===== src/rtl/result_port_writer.sv =====
// result_port_writer: buffers result words from the core in a small FIFO and
// issues each one as a single word write on the addr/data/wen port. Every write
// is held through stalls, and the writes are separated by one idle wen cycle.
//
// state   | meaning
// --------+-------------------------------------------------------------
// S_IDLE  | no write in flight; the FIFO head is loaded as soon as one exists
// S_WRITE | mem_wen high; held while mem_stall, completes on an unstalled edge
// S_GAP   | mem_wen low for one cycle; then load the next word or return to idle
module result_port_writer #(
   parameter int          DEPTH     = 4,
   parameter logic [29:0] BASE_ADDR = 30'd0,
   parameter int          ADDR_INC  = 0
) (
   input  logic        clk,
   input  logic        rst,
   input  logic        push_valid,
   input  logic [31:0] push_data,
   output logic        push_ready,
   output logic [29:0] mem_addr,
   output logic [31:0] mem_wdata,
   output logic        mem_wen,
   input  logic        mem_stall,
   output logic        idle,
   output logic [15:0] sent_count
);

   localparam int AW = (DEPTH > 1) ? $clog2(DEPTH) : 1;
   localparam int CW = AW + 1;
   localparam logic [CW-1:0] FULL_CNT = CW'(DEPTH);
   localparam logic [29:0]   INC      = 30'(ADDR_INC);

   typedef enum logic [1:0] {
      S_IDLE  = 2'd0,
      S_WRITE = 2'd1,
      S_GAP   = 2'd2
   } state_t;

   state_t        state_q, state_d;
   logic [31:0]   fifo_q [DEPTH];
   logic [31:0]   fifo_d [DEPTH];
   logic [AW-1:0] wr_ptr_q, wr_ptr_d;
   logic [AW-1:0] rd_ptr_q, rd_ptr_d;
   logic [CW-1:0] count_q, count_d;
   logic [29:0]   offset_q, offset_d;
   logic [29:0]   addr_q, addr_d;
   logic [31:0]   wdata_q, wdata_d;
   logic          wen_q, wen_d;
   logic [15:0]   sent_q, sent_d;

   logic          push_fire;
   logic          pop_fire;
   logic          fifo_empty;

   // Readiness comes from the registered count only, so a pop in the same
   // cycle never lets a full FIFO take another word.
   assign push_ready = (count_q != FULL_CNT);
   assign push_fire  = push_valid && push_ready;
   assign fifo_empty = (count_q == '0);
   // The head entry is popped on the edge its write completes.
   assign pop_fire   = (state_q == S_WRITE) && !mem_stall;

   assign mem_addr   = addr_q;
   assign mem_wdata  = wdata_q;
   assign mem_wen    = wen_q;
   assign sent_count = sent_q;
   assign idle       = (state_q == S_IDLE) && fifo_empty;

   // FIFO storage, pointers and occupancy
   always_comb begin
      fifo_d   = fifo_q;
      wr_ptr_d = wr_ptr_q;
      rd_ptr_d = rd_ptr_q;
      count_d  = count_q;
      if (push_fire) begin
         fifo_d[wr_ptr_q] = push_data;
         wr_ptr_d         = wr_ptr_q + AW'(1);
      end
      if (pop_fire) begin
         rd_ptr_d = rd_ptr_q + AW'(1);
      end
      case ({push_fire, pop_fire})
         2'b10:   count_d = count_q + CW'(1);
         2'b01:   count_d = count_q - CW'(1);
         default: count_d = count_q;
      endcase
   end

   // Write sequencing: next state and registered bus outputs
   always_comb begin
      state_d  = state_q;
      addr_d   = addr_q;
      wdata_d  = wdata_q;
      wen_d    = wen_q;
      offset_d = offset_q;
      sent_d   = sent_q;
      case (state_q)
         S_IDLE: begin
            wen_d = 1'b0;
            if (!fifo_empty) begin
               addr_d  = BASE_ADDR + offset_q;
               wdata_d = fifo_q[rd_ptr_q];
               wen_d   = 1'b1;
               state_d = S_WRITE;
            end
         end
         S_WRITE: begin
            if (!mem_stall) begin
               sent_d   = sent_q + 16'd1;
               offset_d = offset_q + INC;
               wen_d    = 1'b0;
               state_d  = S_GAP;
            end
         end
         S_GAP: begin
            wen_d = 1'b0;
            if (!fifo_empty) begin
               addr_d  = BASE_ADDR + offset_q;
               wdata_d = fifo_q[rd_ptr_q];
               wen_d   = 1'b1;
               state_d = S_WRITE;
            end else begin
               state_d = S_IDLE;
            end
         end
         default: begin
            wen_d   = 1'b0;
            state_d = S_IDLE;
         end
      endcase
   end

   // State registers; reset drops wen at once and discards queued words
   always_ff @(posedge clk or negedge rst) begin
      if (!rst) begin
         state_q  <= S_IDLE;
         for (int i = 0; i < DEPTH; i++) begin
            fifo_q[i] <= 32'd0;
         end
         wr_ptr_q <= '0;
         rd_ptr_q <= '0;
         count_q  <= '0;
         offset_q <= 30'd0;
         addr_q   <= BASE_ADDR;
         wdata_q  <= 32'd0;
         wen_q    <= 1'b0;
         sent_q   <= 16'd0;
      end else begin
         state_q  <= state_d;
         fifo_q   <= fifo_d;
         wr_ptr_q <= wr_ptr_d;
         rd_ptr_q <= rd_ptr_d;
         count_q  <= count_d;
         offset_q <= offset_d;
         addr_q   <= addr_d;
         wdata_q  <= wdata_d;
         wen_q    <= wen_d;
         sent_q   <= sent_d;
      end
   end

endmodule


===== config.mk =====
export PLATFORM = sky130hd
export DESIGN_NAME = result_port_writer
export DESIGN_NICKNAME = d
export VERILOG_FILES = /design/src/rtl/result_port_writer.sv
export SDC_FILE = /design/constraint.sdc
export NUM_CORES = 1
export LEC_CHECK = 0
export ABC_AREA = 0
export ABC_CLOCK_PERIOD_IN_PS = 2009
export CAP_MARGIN = 40
export CORE_ASPECT_RATIO = 1.5
export CORE_UTILIZATION = 29
export CTS_CLUSTER_DIAMETER = 30
export CTS_CLUSTER_SIZE = 16
export DETAILED_ROUTE_END_ITERATION = 12
export PLACE_DENSITY_LB_ADDON = 0.05
export SYNTH_ARGS = -nofsm -noshare
export SYNTH_HDL_FRONTEND = slang
export SYNTH_SLANG_ARGS = --single-unit

===== constraint.sdc =====
create_clock -name clk -period 2.01 [get_ports clk]
set_input_delay 0.402 -clock clk [delete_from_list [all_inputs] [get_ports clk]]
set_output_delay 0.402 -clock clk [all_outputs]
set_load 0.05 [all_outputs]

# Word-level counts from Yosys, hierarchy flattened
# Index checks and enable logic that the tools add are counted.
op_classes:
  addsub: 5
  order_cmp: 3
  n_eq_ne: 7
  n_mux: 14
  bitwise: 4
  n_reduce_logical: 12
op_table:
  columns: ["cell", "count"]
  rows:
  - ["bitwise mux 128 bit", 1]
  - ["2-to-1 mux 32 bit", 3]
  - ["binary-select mux 32 bit (select 2 bit)", 1]
  - ["demux 32 bit (select 2 bit)", 1]
  - ["adder 16 x 1 -> 16 bit (second input constant)", 1]
  - [">= comparator 3 bit (second input constant)", 2]
  - ["inverter 2 -> 3 bit", 2]
  - ["one-hot mux 2 bit (3 select lines)", 1]
  - ["one-hot mux 3 bit (2 select lines)", 1]
  - ["AND reduction 2 bit", 3]
  - ["adder 2 x 1 -> 2 bit (second input constant)", 2]
  - ["== test 2 x 1 -> 1 bit (second input constant)", 2]
  - ["== test 2 bit (second input constant)", 2]
  - ["logical AND 1 bit", 4]
  - ["2-to-1 mux 2 bit", 2]
  - ["!= test 2 bit (second input constant)", 2]
  - ["adder 3 x 1 -> 3 bit (second input constant)", 1]
  - ["zero test 3 bit", 1]
  - ["< comparator 3 x 1 -> 1 bit (second input constant)", 1]
  - ["2-to-1 mux 1 bit", 3]
  - ["!= test 3 bit (second input constant)", 1]
  - ["subtractor 3 x 1 -> 3 bit (second input constant)", 1]
  - ["zero test 2 bit", 1]
  - ["inverter 1 bit", 2]
  - ["other kinds (4)", 4]
totals:
  ff_bits: 186
  in_bits: 36
  out_inout_bits: 81
  elab_cells: 56

# Logic depth before layout (Yosys ltp)
# Gate-level depths: netlist of the first run.
depth:
  word_depth: 6
  depth_mapped: 9
  depth_no_buf: 9

# Worst setup path before layout of the first run
# OpenSTA, ideal clock, no wires.
synth_timing:
  path_type: "reg-to-output"
  start: "reg count_q[0]"
  end: "out idle"
  arrival_ps: 1792
  required_time_ps: 1608
  setup_slack_ps: -184
  stages_incl_launch_ff: 3
  n_path_buf: 0
  path_cell_list: "dfrtp_1 nor3_1 nor3b_1"
synth_between:
  elab_chain_cells: 2
synth_lines:
  columns: ["item", "line_no", "rtl"]
  rows:
  - ["start: declaration", "44", "logic [CW-1:0] count_q, count_d;"]
  - ["start signal: assignment", "153", "count_q <= count_d;"]
  - ["zero test 3 bit", "59", "assign fifo_empty = (count_q == '0);"]
  - ["logical AND 1 bit", "67", "assign idle = (state_q == S_IDLE) && fifo_empty;"]
  - ["end: declaration", "24", "output logic idle,"]
# Every way passes these cells.

# Final worst setup path of the first run
# Same ends and word-level chain as after synthesis.

==> out/results.tsv, run 1 <==
metric	value	unit
nFillCells	2872	
rows	77	
yosysUniqueCellTypes	32	
synth_flop_cell	dfrtp_1	
drv_cap	0	
cp-end-kind	output port	
synthArstFlopShare	100.0	%
slew_viol_final	0	
synth_most_common_cell	dfrtp_1	
ys.warnings.count	0	
crit_type	reg -> out	
synth_top_area_share	53.56	%
first_iter_violations	118	
cts_buffer_depth	2	
gp_congestion	0.6788	
drtAntennaViolNets	0	
core-area	0.02948	sq mm
dieArea	0.03068	sq mm
synth-seq-cells	186	
grt_pass1_wl	31.30	mm
pre_cts_ws	-173.6	ps
diodes	0	
clk_latency	450	ps
drc	0	
nNetsFinal	679	
outcome	finished clean	
setup_viol	0	
htreeDepth	4	
synthTopCellsByCount	dfrtp_1, mux2_4, mux2_2, buf_4, mux4_2	
r2r.worst_path.cells	9	
cts_tree	yes	
syn_inst	515	
final_area	0.01082	sq mm
wl_per_cell	18.59	um
place_area	0.01019	sq mm
fin_crit	1921	ps
worst_pin_slew	521.9	ps
grt_max_degree	53	
grt_pass1_vias	5169	
drt-total-wl	19.40	mm
arrival	1520	ps
netlist_area	0.008691	sq mm
ys_top_cells_by_area	dfrtp_1, mux2_4, mux4_2	
syn_area_per_cell	16.88	sq um
final_cells	1044	
hold_violations	0	
holdPathStages	1	
port-buffer-count	86	
cts-root-buf	clkbuf_16	
final.period_utilization	95.58	%
leakage	5.130	nW
setup_ws	88.87	ps
yosysTopAreaCell	dfrtp_1	
ir_drop	765.6	uV
routed-via-count	4541	
crit_path_start_kind	flip-flop	
cp_max_fo	3	
hpwl	12.49	mm
grt_antenna_before_repair	0	
dieWidth	143.3	um
skew	10.46	ps
floorplan.initialDensity	29.48	%
areaGrowthSynthToFinish	24.47	%
dr.pass1.iters	4	
multi_input_area	0.003719	sq mm
powerDensity	1794	mW/mm^2
io_pins	117	
rsz0062_at_grt	yes	
grt.total_usage	13.89	%
drive_gt1_share	45.45	%
fmax	0.5205	GHz
die-height	214.0	um
yosysSeqAreaShare	53.56	%
synth-edff-count	0	
placed_cells	1008	
cts.reportedPaths.clkPinSlew	70	ps
ff_latch_area	0.004658	sq mm
cts_buffers	17	
overflow	0	
viasPerCell	4.350	
required	1610	ps
maxSlewHeadroom	65.34	%
min_path_type	reg -> reg	
clock-sinks	186	
[critical path: stages, from the launching register on]
cell     delay, ps
dfrtp_1        390
buf_6          130
nor3_4         130
nor3b_4        260
buf_12         170
[sequential cells by signal, summed over array words and instances (netlist names)]
name,count
count_q,3
mem_wen,1
sent_count,16
state_q,2
fifo_q,128
mem_wdata,32
wr_ptr_q,2
rd_ptr_q,2
[cell type report]
type | count | share of cell area, %
Clock inverter | 11 | 1.550
Clock buffer | 21 | 4.164
Multi-Input combinational cell | 295 | 34.37
Sequential cell | 186 | 43.06
Timing Repair Buffer | 127 | 11.97
Inverter | 9 | 0.3123
Tap cell | 395 | 4.569
[where the power goes]
part	switching [W]	internal (W)	leakage [nW]
registers	0.00112	0.00561	2.23
logic	0.00407	0.00498	2.60
clock network	0.00151	0.00212	0.297
[timing repair]
action,CTS,global route
resized for setup,39,1
hold buffers,1,0
hold endpoints to repair,47,0
pin swaps,1,1
setup buffers,0,3
setup endpoints to repair,36,2
[stage by stage]
stage | hold WS [ps] | total power, W | TNS (ps) | utilization, %
finish | 472.0 | 0.01940 | 0 | 36.69
global route | 492.6 | 0.02051 | -28.82 | 36.69
global placement | 410.8 | 0.01596 | -5762 | 34.56
floorplan | 106.4 | 0.01345 | 0 | -
detailed placement | 423.8 | 0.01615 | -8404 | 34.56
CTS | 472.8 | 0.01971 | -13.19 | 36.61
[final timing paths]
kind                                            start                         end  slack, ps
setup reg to reg               count_q[1]$_DFFE_PN0P_      count_q[2]$_DFFE_PN0P_        110
hold reg to reg            sent_count[15]$_DFFE_PN0P_  sent_count[15]$_DFFE_PN0P_        470
min in group asynchronous                         rst      fifo_q[57]$_DFFE_PN0P_        490
max in group asynchronous                         rst  sent_count[13]$_DFFE_PN0P_        900
setup / recovery               count_q[0]$_DFFE_PN0P_                        idle         90
hold / removal             sent_count[15]$_DFFE_PN0P_  sent_count[15]$_DFFE_PN0P_        470
[metal layers]
layer | global-route usage (%) | up-vias | wire length (um)
li1 | - | 2027 | -
met1 | 17.63 | 2409 | 8518
met2 | 22.81 | 88 | 9941
met3 | 2.680 | 17 | 570
met4 | 6.064 | 0 | 373
met5 | 0 | - | 0
[kinds of logic (layout without fill, tap and decap cells)]
logic type	after synthesis	in the layout	synth area share [%]
AO/OA/AOI/OAI	4	4	0.4895
buffers and inverters	63	168	5.255
flip-flops	186	186	53.56
multiplexers	194	194	34.45
AND/OR/NAND/NOR	39	39	2.994
adder cells (fa/ha/maj)	7	7	1.094
XOR/XNOR	21	21	2.116
other	1	30	0.04315
[placed cells by master (no fill, tap or decap), types with 3 or more instances in the layout]
cell type | netlist | layout
buf_12 | 0 | 16
buf_4 | 33 | 39
bufinv_16 | 0 | 4
clkbuf_1 | 4 | 3
clkbuf_16 | 0 | 17
clkdlybuf4s50_1 | 0 | 34
clkinv_2 | 0 | 3
conb_1 | 1 | 30
dfrtp_1 | 186 | 183
dfrtp_2 | 0 | 3
dlygate4sd2_1 | 0 | 35
ha_1 | 6 | 6
inv_1 | 9 | 9
mux2_2 | 41 | 41
mux2_4 | 120 | 120
mux4_2 | 32 | 32
nand2_1 | 8 | 8
nand2_4 | 4 | 4
nand3_1 | 3 | 3
nand4_1 | 4 | 4
nor2_1 | 5 | 4
nor3_1 | 5 | 4
xnor2_1 | 10 | 10
xor2_1 | 11 | 11
Note: power is estimated with default switching activity, not from simulation.
==> inputs of run 2 (changes only) <==
==> constraint.sdc (replaced) <==
create_clock -name clk -period 2.01 [get_ports clk]
set_input_delay 0.402 -clock clk [delete_from_list [all_inputs] [get_ports clk]]
set_output_delay 0.402 -clock clk [all_outputs]
set_load 0.1 [all_outputs]
==> out/results.tsv, run 2 (synthesis gave the netlist of run 1 again) <==
metric	value	unit
cts_buffers	17	
hold_ws	489.1	ps
wl_per_cell	18.50	um
cp_slowest_cell	dfrtp_1	
p_sw	0.008354	W
setup_viol	0	
cts.reportedPaths.clkPinSlew	60	ps
routed-via-count	4523	
cp-end-kind	output port	
clk_latency	450	ps
final_common_cell	dfrtp_1	
path_delay_family	simple AND/OR/NAND/NOR gates	
regMostFlops	fifo_q	
grt_antenna_before_repair	1	
drv_cap	0	
viasPerCell	4.357	
io_pins	117	
min_path_type	reg -> reg	
final_cell_mix	dfrtp_1, mux2_4, buf_4	
clock-sinks	186	
grt_pass1_vias	5155	
maxSlewHeadroom	61.99	%
leakage	5.106	nW
path_buf_inv	1	
grt_pass1_wl	31.03	mm
skew	10.78	ps
final_cells	1038	
first_iter_violations	126	
placed_cells	1004	
internal_power	0.01279	W
die-height	214.0	um
cp_max_fo	3	
overflow	0	
clockPowerShare	16.5	%
rows	77	
drt-total-wl	19.20	mm
pre_cts_ws	-216.0	ps
pwr-share-seq	31.9	%
rsz0062_at_grt	yes	
slew_viol_final	0	
power_frac_comb	51.5	%
cts_tree	yes	
dieWidth	143.3	um
total_power	0.02115	W
worst_pin_slew	570.1	ps
outcome	finished clean	
crit_chain	nor3_4 -> nor3b_4 -> buf_12	
powerDensity	1952	mW/mm^2
areaGrowthSynthToFinish	24.68	%
max_stage_delay	450	ps
hpwl	12.25	mm
hold_violations	0	
fmax	0.5098	GHz
nFillCells	2832	
diodes	0	
r2r_slack	120	ps
ir_drop	1294	uV
grt_max_degree	60	
core-area	0.02948	sq mm
drive_gt1_share	50.23	%
setup_ws	48.34	ps
largest_reg_flops	128	
cts-root-buf	clkbuf_16	
nNetsFinal	674	
crit_type	reg -> out	
dr.pass1.iters	3	
htreeDepth	4	
dieArea	0.03068	sq mm
crit_path_start_kind	flip-flop	
arrival	1560	ps
drc	0	
port-buffer-count	86	
gp_congestion	0.6772	
drtAntennaViolNets	0	
p_sw_share	39.51	%
tns	0	ps
floorplan.initialDensity	29.48	%
required	1610	ps
fin_crit	1962	ps
grt.total_usage	13.76	%
final.period_utilization	97.60	%
cts_buffer_depth	2	
-- run 2: cell types whose count changed in the layout (fill, tap and decap cells not counted), sizes merged --
cell and change:
clkbuf +4, clkinv -3, dlygate4sd2 -35, bufinv -1, clkinvlp -1, buf +30
-- run 2: layer usage --
metal	share of wire [%]	vias up	wire length (um)	global-route usage, %
met1	44	2400	8540	17.58
met4	1.9	2	374	6.170
li1	-	2016	-	-
met2	50	84	9612	22.10
met5	0.073	-	14	0
met3	3.4	21	660	3.082
-- run 2: what timing repair did --
| action | CTS | global route |
|---|---|---|
| pin swaps | 1 | 0 |
| endpoints found under the setup margin | 1 | 3 |
| hold buffers | 1 | 0 |
| endpoints found under the hold margin | 51 | 0 |
| buffers inserted | 2 | 0 |
| gates resized for setup | 4 | 2 |
-- run 2: area by class of cell --
class | count | area, sq um | share of cell area (%)
clock buffers | 25 | 485.5 | 4.480
flip-flops and latches | 186 | 4658 | 42.99
clock inverters | 6 | 111.4 | 1.028
well taps | 395 | 494.2 | 4.561
repair buffers | 122 | 1326 | 12.24
inverters | 9 | 33.78 | 0.3118
multi-input cells | 295 | 3726 | 34.39
-- run 2: through the flow --
step | cell area [sq um] | util (%)
after floorplan | 8811 | -
after global placement | 10190 | 34.56
after detailed placement | 10190 | 34.56
after CTS | 10830 | 36.73
after global routing | 10840 | 36.75
final | 10840 | 36.75
-- run 2: path summary, 6_finish.rpt --
kind | from | endpoint | depth (start not counted)
max in group asynchronous | rst | fifo_q[43]$_DFFE_PN0P_ | 3
min in group asynchronous | rst | mem_wdata[4]$_DFFE_PN0P_ | 2
hold / removal | sent_count[15]$_DFFE_PN0P_ | sent_count[15]$_DFFE_PN0P_ | 1
hold reg to reg | sent_count[15]$_DFFE_PN0P_ | sent_count[15]$_DFFE_PN0P_ | 1
setup reg to reg | count_q[0]$_DFFE_PN0P_ | count_q[2]$_DFFE_PN0P_ | 10
setup / recovery | count_q[1]$_DFFE_PN0P_ | idle | 3
-- run 2: power groups by stage --
stage	Sequential [W]	Clock, W	Combinational (W)
CTS	0.00676	0.00363	0.0111
global placement	0.00672	0	0.0109
detailed placement	0.00681	0	0.0110
global route	0.00700	0.00378	0.0115
finish	0.00675	0.00350	0.0109
floorplan	0.00925	0	0.00586
==> inputs of run 3 (changes only) <==
--- a/config.mk
+++ b/config.mk
@@ -13,6 +13,7 @@
 export CTS_CLUSTER_DIAMETER = 30
 export CTS_CLUSTER_SIZE = 16
 export DETAILED_ROUTE_END_ITERATION = 12
+export DONT_BUFFER_PORTS = 1
 export PLACE_DENSITY_LB_ADDON = 0.05
 export SYNTH_ARGS = -nofsm -noshare
 export SYNTH_HDL_FRONTEND = slang
==> out/results.tsv, run 3 (synthesis gave the netlist of run 1 again) <==
metric	value	unit
fmax	0.4943	GHz
io_pins	117	
skew	10.81	ps
max_stage_delay	390	ps
failed_checks	hold timing, setup timing	
final.period_utilization	100.6	%
drv_cap	0	
grt.total_usage	13.84	%
drt-total-wl	19.28	mm
ir_drop	1184	uV
leakage	5.004	nW
tns	-13.05	ps
regMostFlops	fifo_q	
overflow	0	
drc	0	
cts_buffers	17	
outcome	complete, but fails checks	
gp_congestion	0.6664	
dieArea	0.03068	sq mm
powerDensity	2056	mW/mm^2
cts_tree	yes	
wl_per_cell	19.57	um
port-buffer-count	0	
nNetsFinal	620	
floorplan.initialDensity	29.48	%
die-height	214.0	um
grt_pass1_vias	5014	
areaGrowthSynthToFinish	22.66	%
grt_antenna_before_repair	0	
cp_max_fo	2	
crit_chain	nor3_2 -> buf_4 -> nor3b_4 -> buf_12	
first_iter_violations	121	
hold_ws	-351.5	ps
crit_path_start_kind	flip-flop	
final_common_cell	dfrtp_1	
fin_crit	2023	ps
total_power	0.02191	W
final_cell_mix	dfrtp_1, mux2_4, mux2_2	
rows	77	
worst_pin_slew	898.2	ps
htreeDepth	4	
rsz0062_at_grt	yes	
clock-sinks	186	
hold_buffers	1	
placed_cells	951	
clk_latency	450	ps
hold_violations	186	
cp-end-kind	output port	
routed-via-count	4362	
required	1610	ps
grt_max_degree	187	
maxSlewHeadroom	40.12	%
grt_pass1_wl	30.99	mm
drive_gt1_share	52.03	%
core-area	0.02948	sq mm
crit_type	reg -> out	
dieWidth	143.3	um
final_cells	985	
setup_viol	1	
diodes	0	
arrival	1620	ps
cp_slowest_cell	dfrtp_1	
drtAntennaViolNets	0	
cts.reportedPaths.clkPinSlew	70	ps
cts_buffer_depth	2	
min_path_type	in -> async	
largest_reg_flops	128	
setup_ws	-13.05	ps
slew_viol_final	0	
viasPerCell	4.428	
dr.pass1.iters	4	
hpwl	12.07	mm
cts-root-buf	clkbuf_16	
run 3: cell count changes in the layout (fill, tap and decap cells not counted), sizes merged:
cell and change:
buf -19, bufinv -1, clkbuf -5, clkdlybuf4s50 -34, clkinv +1, clkinvlp +2
inv +3
run 3: final cells by class:
cell class | instances | area (sq um)
Fill cell | 2834 | 18820
Sequential cell | 186 | 4657
Multi-Input combinational cell | 295 | 3720
Timing Repair Buffer | 68 | 1151
Tap cell | 395 | 494.2
Clock buffer | 21 | 470.5
Clock inverter | 11 | 133.9
Inverter | 9 | 33.78
run 3: final timing paths:
check	startpoint	depth (start not counted)	slack, ps	end
worst max-delay path	count_q[2]$_DFFE_PN0P_	4	-10	idle
worst min-delay path	rst	0	-350	mem_wdata[5]$_DFFE_PN0P_
max in group asynchronous	rst	0	1860	rd_ptr_q[1]$_DFFE_PN0P_
worst max register to register	count_q[0]$_DFFE_PN0P_	10	120	count_q[2]$_DFFE_PN0P_
worst min register to register	fifo_q[68]$_DFFE_PN0P_	1	500	fifo_q[68]$_DFFE_PN0P_
min in group clk	push_data[12]	1	90	fifo_q[76]$_DFFE_PN0P_
run 3: worst max-delay path: cells and delay by family, from the launching register on:
| family | cells | cell delay [ps] |
|---|---|---|
| buffers and inverters | 2 | 360 |
| AND/OR/NAND/NOR | 2 | 430 |
| flip-flops | 1 | 390 |
run 3: where the power goes:
group          switching, W  internal, W
combinational       0.00520      0.00584
sequential          0.00179      0.00559
clock               0.00154      0.00195
total               0.00853       0.0134
run 3: through the flow:
step | util [%] | area (sq um) | worst slack (ps)
detailed placement | 34.01 | 10030 | 22.99
finish | 36.16 | 10660 | -13.05
CTS | 36.14 | 10660 | -60.31
global placement | 31.67 | 9338 | -19.59
global route | 36.16 | 10660 | -100.2
floorplan | - | 8811 | 8.692
run 3: what timing repair did:
item | CTS | global route
endpoints found under the setup margin | 1 | 2
setup buffers | 1 | 0
gates resized for setup | 2 | 1
pin swaps | 1 | 0
hold endpoints to repair | 187 | 186
run 3: routing by layer:
layer | vias up | track usage (%) | part of all wire [%] | wire (um)
met5 | - | 0 | 0 | 0
li1 | 1909 | - | - | -
met4 | 0 | 5.319 | 1.7 | 330
met1 | 2345 | 16.45 | 42 | 8084
met2 | 89 | 23.38 | 52 | 9967
met3 | 19 | 3.953 | 4.6 | 895
